### src/rtl/voice_alloc.sv
// Polyphonic voice allocator: turns key edges into note-on/off events.
// Optional VOICE_STEAL_EN: a press with every voice busy steals the oldest voice.
module voice_alloc #(
  parameter int NVOICES = 4,
  parameter int NKEYS   = 13,
  parameter int VW      = 2
) (
  input  logic                 clk,
  input  logic                 ar,
  input  logic [NKEYS-1:0]     bitmask,
  output logic                 evt_valid,
  input  logic                 evt_ready,
  output logic                 evt_on,
  output logic [VW-1:0]        evt_voice,
  output logic [3:0]           evt_key,
  output logic                 evt_steal,
  output logic [NVOICES-1:0]   voice_active,
  output logic [4*NVOICES-1:0] voice_key
);

  typedef enum logic [1:0] {IDLE, SCAN, EMIT} state_t;

  state_t             state, state_n;
  logic [NKEYS-1:0]   s1, smask, prev, prev_n;
  logic [3:0]         key_idx, key_idx_n;
  logic [NVOICES-1:0] act, act_n;
  logic [3:0]         vkey   [NVOICES];
  logic [3:0]         vkey_n [NVOICES];
  logic [7:0]         age    [NVOICES];
  logic [7:0]         age_n  [NVOICES];
  logic               ev_valid_n, ev_on_n, ev_steal_n;
  logic [VW-1:0]      ev_voice_n;
  logic [3:0]         ev_key_n;

  logic               cur, was, last;
  logic               free_ok, hit, do_alloc;
  logic [VW-1:0]      free_idx, hit_idx, sel;

  assign cur  = smask[key_idx];
  assign was  = prev[key_idx];
  assign last = (key_idx == 4'(NKEYS-1));

  always_comb begin
    free_ok  = 1'b0;
    free_idx = '0;
    hit      = 1'b0;
    hit_idx  = '0;
    for (int v = NVOICES-1; v >= 0; v--) begin
      if (!act[v]) begin
        free_ok  = 1'b1;
        free_idx = VW'(v);
      end
      if (act[v] && vkey[v] == key_idx) begin
        hit     = 1'b1;
        hit_idx = VW'(v);
      end
    end
  end

`ifdef VOICE_STEAL_EN
  logic [VW-1:0] old_idx;
  logic [7:0]    old_age;
  logic          ev_steal_q;

  // strict compare keeps ties on the lowest index
  always_comb begin
    old_idx = '0;
    old_age = age[0];
    for (int v = 1; v < NVOICES; v++) begin
      if (age[v] > old_age) begin
        old_age = age[v];
        old_idx = VW'(v);
      end
    end
  end
`endif

  always_comb begin
    state_n    = state;
    key_idx_n  = key_idx;
    prev_n     = prev;
    act_n      = act;
    vkey_n     = vkey;
    age_n      = age;
    ev_valid_n = evt_valid;
    ev_on_n    = evt_on;
    ev_voice_n = evt_voice;
    ev_key_n   = evt_key;
    ev_steal_n = evt_steal;
    do_alloc   = 1'b0;
    sel        = free_idx;
    unique case (state)
      IDLE: begin
        if (smask != prev) begin
          state_n   = SCAN;
          key_idx_n = '0;
        end
      end
      SCAN: begin
        prev_n[key_idx] = cur;
        if (cur && !was) begin
          if (free_ok) begin
            do_alloc   = 1'b1;
            ev_steal_n = 1'b0;
          end
`ifdef VOICE_STEAL_EN
          else begin
            do_alloc   = 1'b1;
            sel        = old_idx;
            ev_steal_n = 1'b1;
          end
`endif
        end else if (!cur && was && hit) begin
          act_n[hit_idx] = 1'b0;
          ev_valid_n     = 1'b1;
          ev_on_n        = 1'b0;
          ev_voice_n     = hit_idx;
          ev_key_n       = key_idx;
          ev_steal_n     = 1'b0;
        end
        if (do_alloc) begin
          for (int v = 0; v < NVOICES; v++) begin
            if (VW'(v) == sel) begin
              act_n[v]  = 1'b1;
              vkey_n[v] = key_idx;
              age_n[v]  = 8'd0;
            end else if (act[v] && age[v] != 8'hff) begin
              age_n[v] = age[v] + 8'd1;
            end
          end
          ev_valid_n = 1'b1;
          ev_on_n    = 1'b1;
          ev_voice_n = sel;
          ev_key_n   = key_idx;
        end
        if (ev_valid_n)
          state_n = EMIT;
        else if (last)
          state_n = IDLE;
        else
          key_idx_n = key_idx + 4'd1;
      end
      EMIT: begin
        if (evt_ready) begin
          ev_valid_n = 1'b0;
          if (last) begin
            state_n = IDLE;
          end else begin
            state_n   = SCAN;
            key_idx_n = key_idx + 4'd1;
          end
        end
      end
      default: state_n = IDLE;
    endcase
  end

  always_ff @(posedge clk) begin
    if (ar) begin
      s1        <= '0;
      smask     <= '0;
      state     <= IDLE;
      key_idx   <= '0;
      prev      <= '0;
      act       <= '0;
      evt_valid <= 1'b0;
      evt_on    <= 1'b0;
      evt_voice <= '0;
      evt_key   <= '0;
      for (int v = 0; v < NVOICES; v++) begin
        vkey[v] <= '0;
        age[v]  <= '0;
      end
    end else begin
      s1        <= bitmask;
      smask     <= s1;
      state     <= state_n;
      key_idx   <= key_idx_n;
      prev      <= prev_n;
      act       <= act_n;
      evt_valid <= ev_valid_n;
      evt_on    <= ev_on_n;
      evt_voice <= ev_voice_n;
      evt_key   <= ev_key_n;
      vkey      <= vkey_n;
      age       <= age_n;
    end
  end

`ifdef VOICE_STEAL_EN
  always_ff @(posedge clk) begin
    if (ar) ev_steal_q <= 1'b0;
    else    ev_steal_q <= ev_steal_n;
  end
  assign evt_steal = ev_steal_q;
`else
  logic unused_steal;
  assign unused_steal = ev_steal_n;
  assign evt_steal    = 1'b0;
`endif

  assign voice_active = act;

  for (genvar v = 0; v < NVOICES; v++) begin : g_vk
    assign voice_key[4*v +: 4] = vkey[v];
  end

endmodule

### config.mk
export PLATFORM = sky130hd
export DESIGN_NAME = voice_alloc
export DESIGN_NICKNAME = d
export VERILOG_FILES = /design/src/rtl/voice_alloc.sv
export SDC_FILE = /design/constraint.sdc
export NUM_CORES = 1
export LEC_CHECK = 0
export BUFFER_PORTS_ARGS = -buffer_cell sky130_fd_sc_hd__buf_2
export CAP_MARGIN = 20
export CORE_AREA = 4 4 99 101
export DETAILED_ROUTE_END_ITERATION = 8
export DIE_AREA = 0 0 103 105
export GPL_ROUTABILITY_DRIVEN = 1
export PLACE_DENSITY = 0.62
export SLEW_MARGIN = 0
export SYNTH_ARGS = -nofsm -noshare
export SYNTH_HDL_FRONTEND = slang
export SYNTH_SLANG_ARGS = --single-unit
export TNS_END_PERCENT = 5
### constraint.sdc
create_clock -name clk -period 2.3 [get_ports clk]
set_input_delay 0.46 -clock clk [delete_from_list [all_inputs] [get_ports clk]]
set_output_delay 0.46 -clock clk [all_outputs]
set_load 0.05 [all_outputs]
After elaboration in Yosys (flattened, before gate mapping)
Cells that the tools add are included. W data, S select, Z words.

Add/sub/neg operators: 1. Magnitude comparators: 4. Equality and inequality tests: 16. Muxes and demuxes: 61. Bitwise operators: 2. Reductions and logical operators: 24.

Operators with widths (count): $mux W4 (10); $mux W2 (15); $mux W1 (28); $reduce_and A3 Y1 (6); $eq A4 B4 Y1 (4); $bwmux W13 (1); $ne A13 B13 Y1 (1); $pmux W4 S3 (1); $logic_and A1 B1 Y1 (9); $bmux W1 S4 (2); $ne A2 B2 Y1 const B (3); $pmux W2 S3 (1); $lt A4 B5 Y1 const B (1); $add A4 B1 Y4 const B (1); $and A4 B4 Y4 (1); $demux W1 S4 (1); $eq A2 B2 Y1 const A (2); $eq A4 B4 Y1 const B (1); $ge A4 B1 Y1 const B (1); $logic_not A2 Y1 (2); $not A4 Y4 (1); $reduce_and A4 Y1 (1); $reduce_bool A2 Y1 (2); $lt A2 B3 Y1 const B (1); 11 further kinds (12).

Bits in registers: 73. Input port bits: 16. Output and inout port bits: 29. Word-level logic and storage cells: 122.

Longest topological paths before layout
Gate-level depths: netlist of run 1.

Word-level depth: 16. Gate-level depth with buffers: 12. Gate-level depth less buffers: 8.

Worst setup path after synthesis of run 1
No wires, ideal clock.

Path type: reg2reg. From: register vkey, in the netlist voice_key[5]. To: register key_idx[3]. Library setup time: 0.116 ns. Arrival: 2.339 ns. Required time: 2.184 ns. Setup slack: -0.155 ns. Cell stages (with the launch flop): 9. Buffers on the path: 0. Period minus slack after synthesis: 2.455 ns. Path through: dfxtp_1 > xor2_1 > nor4_1 > and2_1 > or4_4 > a211oi_2 > o21a_2 > a21oi_1 > a41o_1.

Cells in the longest elaborated chain, start to end: 11.

RTL lines: start: declaration (RTL line 27) `logic [3:0] vkey [NVOICES];`; start signal: assignment (RTL line 185) `vkey <= vkey_n;`; $eq A4 B4 Y1 (RTL line 53) `if (act[v] && vkey[v] == key_idx) begin`; $logic_and A1 B1 Y1 (RTL line 53); $mux W1 (2 in series) (RTL line 53); $logic_and A1 B1 Y1 (RTL line 113) `end else if (!cur && was && hit) begin`; $mux W1 (RTL line 113); $mux W1 (RTL line 101) `if (cur && !was) begin`; $mux W1 (RTL line 121) `if (do_alloc) begin`; $mux W1 (RTL line 92) `unique case (state)`; $ne A2 B2 Y1 (no line); $reduce_and A4 Y1 (no line); end signal: assignment (RTL line 178) `key_idx <= key_idx_n;`; end: declaration (RTL line 25) `logic [3:0] key_idx, key_idx_n;`.

Every way passes these cells. The select of a mux whose other input is x is not followed. A chain may end at the register's enable or synchronous reset.

Worst setup path in the final report of run 1
From: register key_idx[1]. To: register evt_key[2].

Cells in the longest elaborated chain, start to end: 9. Elaborated cells between the ends (all ways): 27. Classes of those cells: eq/ne: 5; mux: 11; reduce/logical: 11.

RTL lines: parallel branches: the longest is 9 deep, another holds $bmux W1 S4; end signal: assignment (RTL line 184) `evt_key <= ev_key_n;`; end: declaration (RTL line 15) `output logic [3:0] evt_key,`.

Parallel ways; which one is timed is not known. The select of a mux whose other input is x is not followed.

==> flow_metrics.env, run 1 <==
export IMPL_grtUsageTotal_pct=15.89
export IMPL_cts_tree="built"
export IMPL_syn_area_um2=3468
export IMPL_crit_type="flop to flop"
export IMPL_diodes=0
export IMPL_synth_top_area_share_pct=42.14
export IMPL_core_um2=9021
export IMPL_powerDensity_nw_per_um2=731.5
export IMPL_end_kind="flop"
export IMPL_clkSinkCount=73
export IMPL_fin_crit_sh_pct=100.5
export IMPL_dr_pass1_iters=4
export IMPL_drive_above_1_share_pct=33.26
export IMPL_synth_edf_count=0
export IMPL_seq_area_frac_synth_pct=42.14
export IMPL_dp_cells=548
export IMPL_synthArstFlopShare_pct=0
export IMPL_routedWlPerCell_um=14.40
export IMPL_max_freq_mhz=432.4
export IMPL_outcome="finished with violations"
export IMPL_relSlewSlack_pct=66.19
export IMPL_synthTopCellsByArea="dfxtp_1 42%, mux2i_1 6.1%, nor2_1 5.8%"
export IMPL_skew_ns=0.01151
export IMPL_place_area_um2=4013
export IMPL_first_iter_violations=174
export IMPL_gp_congestion=0.8509
export IMPL_htree_levels=3
export IMPL_failed_checks="setup timing"
export IMPL_yosysWarnings=0
export IMPL_nFillCells=842
export IMPL_grt_overflow=0
export IMPL_drc_errors=0
export IMPL_crit_fanout=5
export IMPL_crit_arrival_ns=2.54
export IMPL_synth_cell_types=51
export IMPL_multi_input_area_um2=1936
export IMPL_via_per_inst=5.158
export IMPL_die_width_um=103
export IMPL_finalHoldViolations=0
export IMPL_ant_nets=0
export IMPL_p_leak_nw=1.974
export IMPL_peakVddDrop_mv=0.4309
export IMPL_final_nets=476
export IMPL_cts_root_buffer="clkbuf_8"
export IMPL_clk_pin_slew_ns=0.09
export IMPL_synth_area_leader_cell="dfxtp_1"
export IMPL_syn_inst=378
export IMPL_hold_buffers=0
export IMPL_setup_violations=4
export IMPL_grt_first_pass_wirelength_um=13710
export IMPL_cts_max_path_buffers=2
export IMPL_crit_path_start_kind="flop"
export IMPL_synth_nets=402
export IMPL_initial_core_util_pct=38.45
export IMPL_grt_max_degree=26
export IMPL_power_w=0.003217
export IMPL_die_area_um2=10820
export IMPL_tightest_slew_ns=0.5026
export IMPL_syn_avg_cell_area_um2=9.175
export IMPL_cts_buffers=9
export IMPL_dp_hpwl_um=5843
export IMPL_io_pins=45
export IMPL_rsz0062_at_grt="true"
export IMPL_worst_skew_pair_late_latency_ns=0.35
export IMPL_port_buffers=43
export IMPL_cp_required_ns=2.52
export IMPL_max_cap_violations=0
export IMPL_fin_crit_ns=2.313
export IMPL_final_cells=568
export IMPL_fin_ws_ns=-0.01259
export IMPL_antenna_found_initial=0
export IMPL_syn2layout_area_growth_pct=26.80
export IMPL_num_vias=2930
export IMPL_ys_flop_type="dfxtp_1"
export IMPL_design_area_um2=4398
export IMPL_num_rows=35
export IMPL_ff_latch_area_um2=1478
export IMPL_die_y_um=105
export IMPL_grt_pass1_vias=2919
export IMPL_routed_wl_um=8177
export IMPL_ys_ff_latch=73
export IMPL_drv_slew=0
export IMPL_hold_class="input pin to flop"
==> cell type report <==
cell class              count  share of cell area [%]
multi-input cells         267                   44.01
flip-flops and latches     73                   33.60
repair buffers             85                   12.75
well taps                 111                   3.158
clock buffers               9                   2.817
clock inverters             7                   2.304
inverters                  16                   1.366
==> flip-flops by register name (all words and copies together) (netlist names), 4 cells and up <==
name and count:
voice_active 4, prev 13, s1 13, smask 13, key_idx 4, voice_key 16, evt_key 4
==> layout by cell type, fill, tap and decap left out, types with 8 or more instances in the layout <==
cell,count
a21oi_1,23
buf_2,44
buf_4,37
clkbuf_8,9
dfxtp_1,64
ha_1,8
inv_1,16
mux2i_1,20
nand2_1,10
nand3_1,17
nor2_1,53
nor2b_1,26
xor2_1,19
==> cells by family after synthesis <==
kind of cell               after synthesis  synth area share [%]
AOI/OAI and AO/OA                       53                 10.25
xor gates and xnor gates                26                 6.566
adders and majority gates                8                 2.886
buffers and inverters                   39                 5.303
DFF                                     73                 42.14
muxes                                   30                 9.956
other                                    1                0.1081
and+or+nand+nor                        148                 22.80
==> report_power, final <==
part | total, W | switching, W | internal (W)
clock network | 0.00113 | 0.000511 | 0.000620
registers | 0.00135 | 0.0000349 | 0.00131
logic | 0.000737 | 0.000432 | 0.000305
total | 0.00322 | 0.000978 | 0.00224
==> worst max-delay path: stages, from the launching register on <==
cell and delay, ns:
dfxtp_4 0.37, buf_2 0.19, mux2_2 0.38, a22oi_2 0.24, nand3_2 0.13, and3_1 0.19, buf_4 0.16, o21ai_4 0.26
mux2i_1 0.23, nor2_1 0.05
==> metal layers <==
layer  global-route usage (%)  share of wire, %  vias to the layer above
met4                    6.938               3.1                        0
met3                    3.872               6.1                       28
met1                    19.52                43                     1354
met2                    25.94                47                      107
li1                         -                 -                     1441
met5                        0                 0                        -
==> final timing paths <==
check              from         end  slack, ns  depth (start not counted)
min          bitmask[0]       s1[0]       0.31                          2
min reg2reg      s1[11]   smask[11]       0.44                          1
max          key_idx[1]  evt_key[2]      -0.01                          9
max reg2reg  key_idx[1]  evt_key[2]      -0.01                          9
==> cell usage after synthesis, drive strengths merged, types with 2 or more instances <==
cell type  number
dfxtp          73
a32oi           2
nor3b           2
nor2b          28
nor4            5
nand2b          2
xnor2           7
o22ai           3
mux2            6
and3            3
nand4           7
and2            3
ha              8
inv            16
a21oi          24
a31oi           2
mux2i          21
xor2           19
nor3            7
a21o            2
nand2          12
o31ai           2
nand3          18
clkbuf         13
buf            10
nor2           54
mux4            3
a211oi          2
nand3b          2
a22oi           4
o21ai           5
==> repair_timing <==
action,4_1_cts,5_1_grt
buffers inserted,1,1
pin swaps,8,4
resized for setup,15,18
gates cloned,2,0
setup endpoints to repair,33,34
==> through the flow <==
stage	util [%]	setup WS [ns]	setup TNS, ns	hold WS, ns
6_report	48.75	-0.01259	-0.02773	0.3106
5_1_grt	48.75	-0.1455	-1.664	0.3098
4_1_cts	47.84	-0.02307	-0.03053	0.2933
3_5_place_dp	44.48	-0.1712	-2.593	0.4220
3_3_place_gp	44.48	-0.09444	-0.9081	0.4209
2_1_floorplan	-	-0.04164	-0.3029	0.4138
Note: power is estimated with default switching activity, not from simulation.
==> run 2, diff against run 1 <==
Settings changed: SKIP_CTS_REPAIR_TIMING set to 1.
==> run 2 against run 1 <==
Clock-buffer cell count stayed put. Largest cell class unchanged. Register-to-register slack hardly changed. Cell area is 1.0% higher. Sequential cell count stayed put. Utilization is 0.49 points higher. Critical endpoint is now key_idx[3]. Wire length is 0.70% higher. The run still ends with setup timing left.
==> flow_metrics.env, run 2 (synthesis gave the netlist of run 1 again) <==
export IMPL_outcome="finished with violations"
export IMPL_failed_checks="setup timing"
export IMPL_htree_levels=3
export IMPL_worst_skew_pair_late_latency_ns=0.35
export IMPL_fin_crit_sh_pct=101.2
export IMPL_grt_overflow=0
export IMPL_grt_first_pass_wirelength_um=13360
export IMPL_drc_errors=0
export IMPL_final_util_pct=49.24
export IMPL_cts_root_buffer="clkbuf_8"
export IMPL_dp_hpwl_um=5843
export IMPL_max_freq_mhz=429.7
export IMPL_final_nets=479
export IMPL_die_width_um=103
export IMPL_grtUsageTotal_pct=15.43
export IMPL_grt_use_met2_pct=25.57
export IMPL_core_um2=9021
export IMPL_grt_pass1_vias=2859
export IMPL_finalHoldViolations=0
export IMPL_hold_depth=2
export IMPL_hold_class="input pin to flop"
export IMPL_power_w=0.003238
export IMPL_first_iter_violations=116
export IMPL_tightest_slew_ns=0.5079
export IMPL_fin_ws_ns=-0.02701
export IMPL_crit_path_start_kind="flop"
export IMPL_crit_type="flop to flop"
export IMPL_die_y_um=105
export IMPL_num_vias=2926
export IMPL_crit_fanout=8
export IMPL_setup_violations=3
export IMPL_p_leak_nw=1.977
export IMPL_dp_cells=548
export IMPL_antenna_found_initial=0
export IMPL_use_met3_pct=3.605
export IMPL_grt_util_met1_pct=19.03
export IMPL_crit_arrival_ns=2.57
export IMPL_diodes=0
export IMPL_end_kind="flop"
export IMPL_via_per_inst=5.124
export IMPL_largest_register_ffs=16
export IMPL_final_cells=571
export IMPL_die_area_um2=10820
export IMPL_cts_tree="built"
export IMPL_final_cell_mix="64 x dfxtp_1, 53 x nor2_1, 43 x buf_2"
export IMPL_max_cap_violations=0
export IMPL_fin_tns_setup_ns=-0.03644
export IMPL_port_buffers=43
export IMPL_cp_required_ns=2.54
export IMPL_powerDensity_nw_per_um2=729.1
export IMPL_cts_max_path_buffers=2
export IMPL_io_pins=45
export IMPL_final_common_cell="dfxtp_1"
export IMPL_num_rows=35
export IMPL_grt_max_degree=26
export IMPL_drive_above_1_share_pct=33.26
export IMPL_clk_pin_slew_ns=0.09
export IMPL_syn2layout_area_growth_pct=28.07
export IMPL_drv_slew=0
export IMPL_cts_buffers=9
export IMPL_dr_pass1_iters=4
export IMPL_relSlewSlack_pct=66.14
export IMPL_r2r_cells=10
export IMPL_clkSinkCount=73
export IMPL_fin_crit_ns=2.327
export IMPL_routed_wl_um=8234
export IMPL_skew_ns=0.01225
export IMPL_rsz0062_at_grt="true"
export IMPL_ant_nets=0
export IMPL_routedWlPerCell_um=14.42
export IMPL_gp_congestion=0.8509
export IMPL_busiest_layer="met2"
export IMPL_peakVddDrop_mv=0.4278
export IMPL_initial_core_util_pct=38.45
[run 2: area by class of cell]
cell class | instances | area (µm²)
fill | 853 | 4579
multi-input combinational | 267 | 1943
sequential | 73 | 1478
timing repair buffer | 88 | 596.8
tap | 111 | 138.9
clock buffer | 9 | 123.9
clock inverter | 7 | 101.3
inverter | 16 | 60.06
[run 2: through the flow]
step	hold slack, ns	cell area, µm²	setup slack (ns)
after floorplan	0.4138	3477	-0.04164
after global placement	0.4209	4013	-0.09444
final	0.3103	4442	-0.02701
after CTS	0.2933	4238	-0.1833
after global routing	0.3098	4442	-0.1379
after detailed placement	0.4220	4013	-0.1712
[run 2: final timing paths]
path | start | slack, ns | end
setup / recovery | key_idx[1] | -0.03 | key_idx[3]
hold / removal | bitmask[0] | 0.31 | s1[0]
setup reg to reg | key_idx[1] | -0.03 | key_idx[3]
hold reg to reg | s1[11] | 0.44 | smask[11]
[run 2: report_power, final]
group          switching [W]  internal (W)  total [W]
logic               0.000438      0.000322   0.000760
registers          0.0000361       0.00131    0.00135
clock network       0.000509      0.000620    0.00113
total               0.000982       0.00226    0.00324
[run 2: critical path, cell delays in order (launching register included)]
cell	delay [ns]
dfxtp_4	0.37
buf_6	0.14
mux2_2	0.35
a32oi_1	0.21
and3_4	0.24
nor2_2	0.04
buf_4	0.13
a211oi_4	0.26
o21a_4	0.22
a21oi_2	0.06
a41o_1	0.20
[run 2: per-layer routing]
layer  vias to the layer above  wire (µm)
met5                         -          0
li1                       1445          -
met3                        19        459
met1                      1370       3564
met2                        92       4017
met4                         0        193
==> run 3, diff against run 2 <==
Settings changed: CELL_PAD_IN_SITES_DETAIL_PLACEMENT set to 2, CELL_PAD_IN_SITES_GLOBAL_PLACEMENT set to 2, CORE_AREA 4 4 99 101 to 4 4 110 112, DIE_AREA 0 0 103 105 to 0 0 114 116, PLACE_DENSITY 0.62 to 0.76.
==> run 3 against run 2 <==
Cell area rose by 5.3%. Wire length rose by 40%. Sequential cell count did not move. Via count rose by 5.5%. Combinational power rose by 23%. Highest routed layer unchanged. Hold slack improved by 0.014 ns. Utilization fell by 7.6 points. Clock-buffer cell count did not move. Critical endpoint is now key_idx[1]. Clock power rose by 23%. Non-clock buffer count rose by 9. Sequential power barely moved. The flow still finishes with violations (setup timing).
==> flow_metrics.env, run 3 (synthesis gave the netlist of run 1 again) <==
export IMPL_crit_fanout=8
export IMPL_tightest_slew_ns=0.5292
export IMPL_crit_arrival_ns=2.76
export IMPL_core_um2=11220
export IMPL_rsz0062_at_grt="true"
export IMPL_io_pins=45
export IMPL_design_area_um2=4676
export IMPL_slowest_stage="mux4_2"
export IMPL_max_cap_violations=0
export IMPL_initial_core_util_pct=30.90
export IMPL_hold_class="input pin to flop"
export IMPL_nFillCells=1227
export IMPL_num_vias=3087
export IMPL_cts_buffers=9
export IMPL_ant_nets=0
export IMPL_cts_tree="built"
export IMPL_htree_levels=3
export IMPL_clkSinkCount=73
export IMPL_worst_skew_pair_late_latency_ns=0.35
export IMPL_largest_register_ffs=16
export IMPL_p_seq_share_pct=36.8
export IMPL_end_kind="flop"
export IMPL_final_cell_mix="64 x dfxtp_1, 53 x nor2_1, 44 x buf_4"
export IMPL_fin_tns_setup_ns=-1.939
export IMPL_finalHoldViolations=0
export IMPL_routedWlPerCell_um=18.96
export IMPL_outcome="finished with violations"
export IMPL_syn2layout_area_growth_pct=34.81
export IMPL_worst_path_buf_inv=2
export IMPL_crit_type="flop to flop"
export IMPL_fin_ws_ns=-0.2257
export IMPL_diodes=0
export IMPL_max_freq_mhz=395.9
export IMPL_setup_violations=17
export IMPL_powerDensity_nw_per_um2=787.5
export IMPL_num_rows=39
export IMPL_die_y_um=116
export IMPL_drive_above_1_share_pct=35.33
export IMPL_final_nets=487
export IMPL_grt_pass1_vias=3457
export IMPL_die_area_um2=13220
export IMPL_relSlewSlack_pct=64.72
export IMPL_routed_wl_um=11570
export IMPL_final_util_pct=41.66
export IMPL_path_cells="buf_6 -> mux4_2 -> a22oi_2 -> nand3_2 -> and3_4 -> a211oi_4 -> o21a_4 -> buf_4 -> a21o_1 -> a21oi_2"
export IMPL_swShare_pct=30.82
export IMPL_clk_pin_slew_ns=0.07
export IMPL_grt_overflow=0
export IMPL_cp_required_ns=2.54
export IMPL_dp_hpwl_um=7957
export IMPL_fin_crit_ns=2.526
export IMPL_p_leak_nw=2.078
export IMPL_slowest_delay_ns=0.49
export IMPL_grt_first_pass_wirelength_um=17970
export IMPL_pre_cts_ws_ns=-0.2393
export IMPL_cts_max_path_buffers=2
export IMPL_drc_errors=0
export IMPL_p_clk_share_pct=37.8
export IMPL_die_width_um=114
export IMPL_failed_checks="setup timing"
export IMPL_skew_ns=0.01322
export IMPL_crit_path_start_kind="flop"
export IMPL_cpLargestDelayFamily="compound AO/OA/AOI/OAI gates"
export IMPL_gp_congestion=0.8289
export IMPL_p_int_w=0.002547
export IMPL_first_iter_violations=91
export IMPL_fin_crit_sh_pct=109.8
export IMPL_drv_slew=0
export IMPL_antenna_found_initial=0
export IMPL_grt_max_degree=28
export IMPL_dr_pass1_iters=4
export IMPL_switchingPower_w=0.001135
export IMPL_power_share_combinational_pct=25.4
export IMPL_grtUsageTotal_pct=17.60
export IMPL_final_common_cell="dfxtp_1"
export IMPL_port_buffers=43
export IMPL_via_per_inst=5.061
export IMPL_cts_root_buffer="clkbuf_16"
export IMPL_place_area_um2=4143
export IMPL_peakVddDrop_mv=0.3603
[run 3: changes by cell type in the layout (fill, tap and decap cells not counted), sizes merged]
cell | before | now
o21ai | 6 | 5
bufinv | 2 | 1
clkinv | 1 | 3
inv | 18 | 16
buf | 87 | 97
clkbuf | 10 | 9
[run 3: layout make-up]
| cell class | instances | area, µm² | share of cell area, % |
|---|---|---|---|
| Timing Repair Buffer | 97 | 701.9 | 15.01 |
| Clock inverter | 6 | 60.06 | 1.284 |
| Multi-Input combinational cell | 266 | 1974 | 42.23 |
| Clock buffer | 9 | 225.2 | 4.817 |
| Sequential cell | 73 | 1475 | 31.55 |
| Inverter | 16 | 60.06 | 1.284 |
| Tap cell | 143 | 178.9 | 3.827 |
[run 3: path summary, 6_finish.rpt]
check                           slack, ns         end  startpoint  cells after the start
worst max-delay path                -0.23  key_idx[1]  key_idx[0]                     10
worst min-delay path                 0.32       s1[8]  bitmask[8]                      2
worst max register to register      -0.23  key_idx[1]  key_idx[0]                     10
worst min register to register       0.44    smask[0]       s1[0]                      1
[run 3: power groups by stage]
stage	Combinational, W	Clock [W]	Sequential (W)
after floorplan	0.000462	0	0.00139
after global placement	0.000753	0	0.00137
after detailed placement	0.000789	0	0.00138
after CTS	0.000803	0.00141	0.00135
after global routing	0.00100	0.00148	0.00136
final	0.000937	0.00139	0.00136
[run 3: metrics by stage]
stage / power (W) / hold WS [ns] / cells
after detailed placement: 0.002165 / 0.4334 / 587
after floorplan: 0.001853 / 0.4138 / 378
after global placement: 0.002127 / 0.4200 / 587
after global routing: 0.003843 / 0.3274 / 610
after CTS: 0.003565 / 0.3228 / 602
final: 0.003682 / 0.3247 / 610
[run 3: layer usage]
metal | track usage [%] | vias to the layer above | share of wire [%]
met4 | 9.184 | 0 | 3.7
met1 | 18.74 | 1521 | 40
met3 | 2.924 | 29 | 2.9
li1 | - | 1462 | -
met2 | 33.18 | 75 | 53
met5 | 0 | - | 0
[run 3: worst register-to-register path: stages (launching register included)]
cell,delay [ns]
dfxtp_4,0.36
buf_6,0.10
mux4_2,0.50
a22oi_2,0.22
nand3_2,0.20
and3_4,0.25
a211oi_4,0.24
o21a_4,0.24
buf_4,0.13
a21o_1,0.13
a21oi_2,0.06
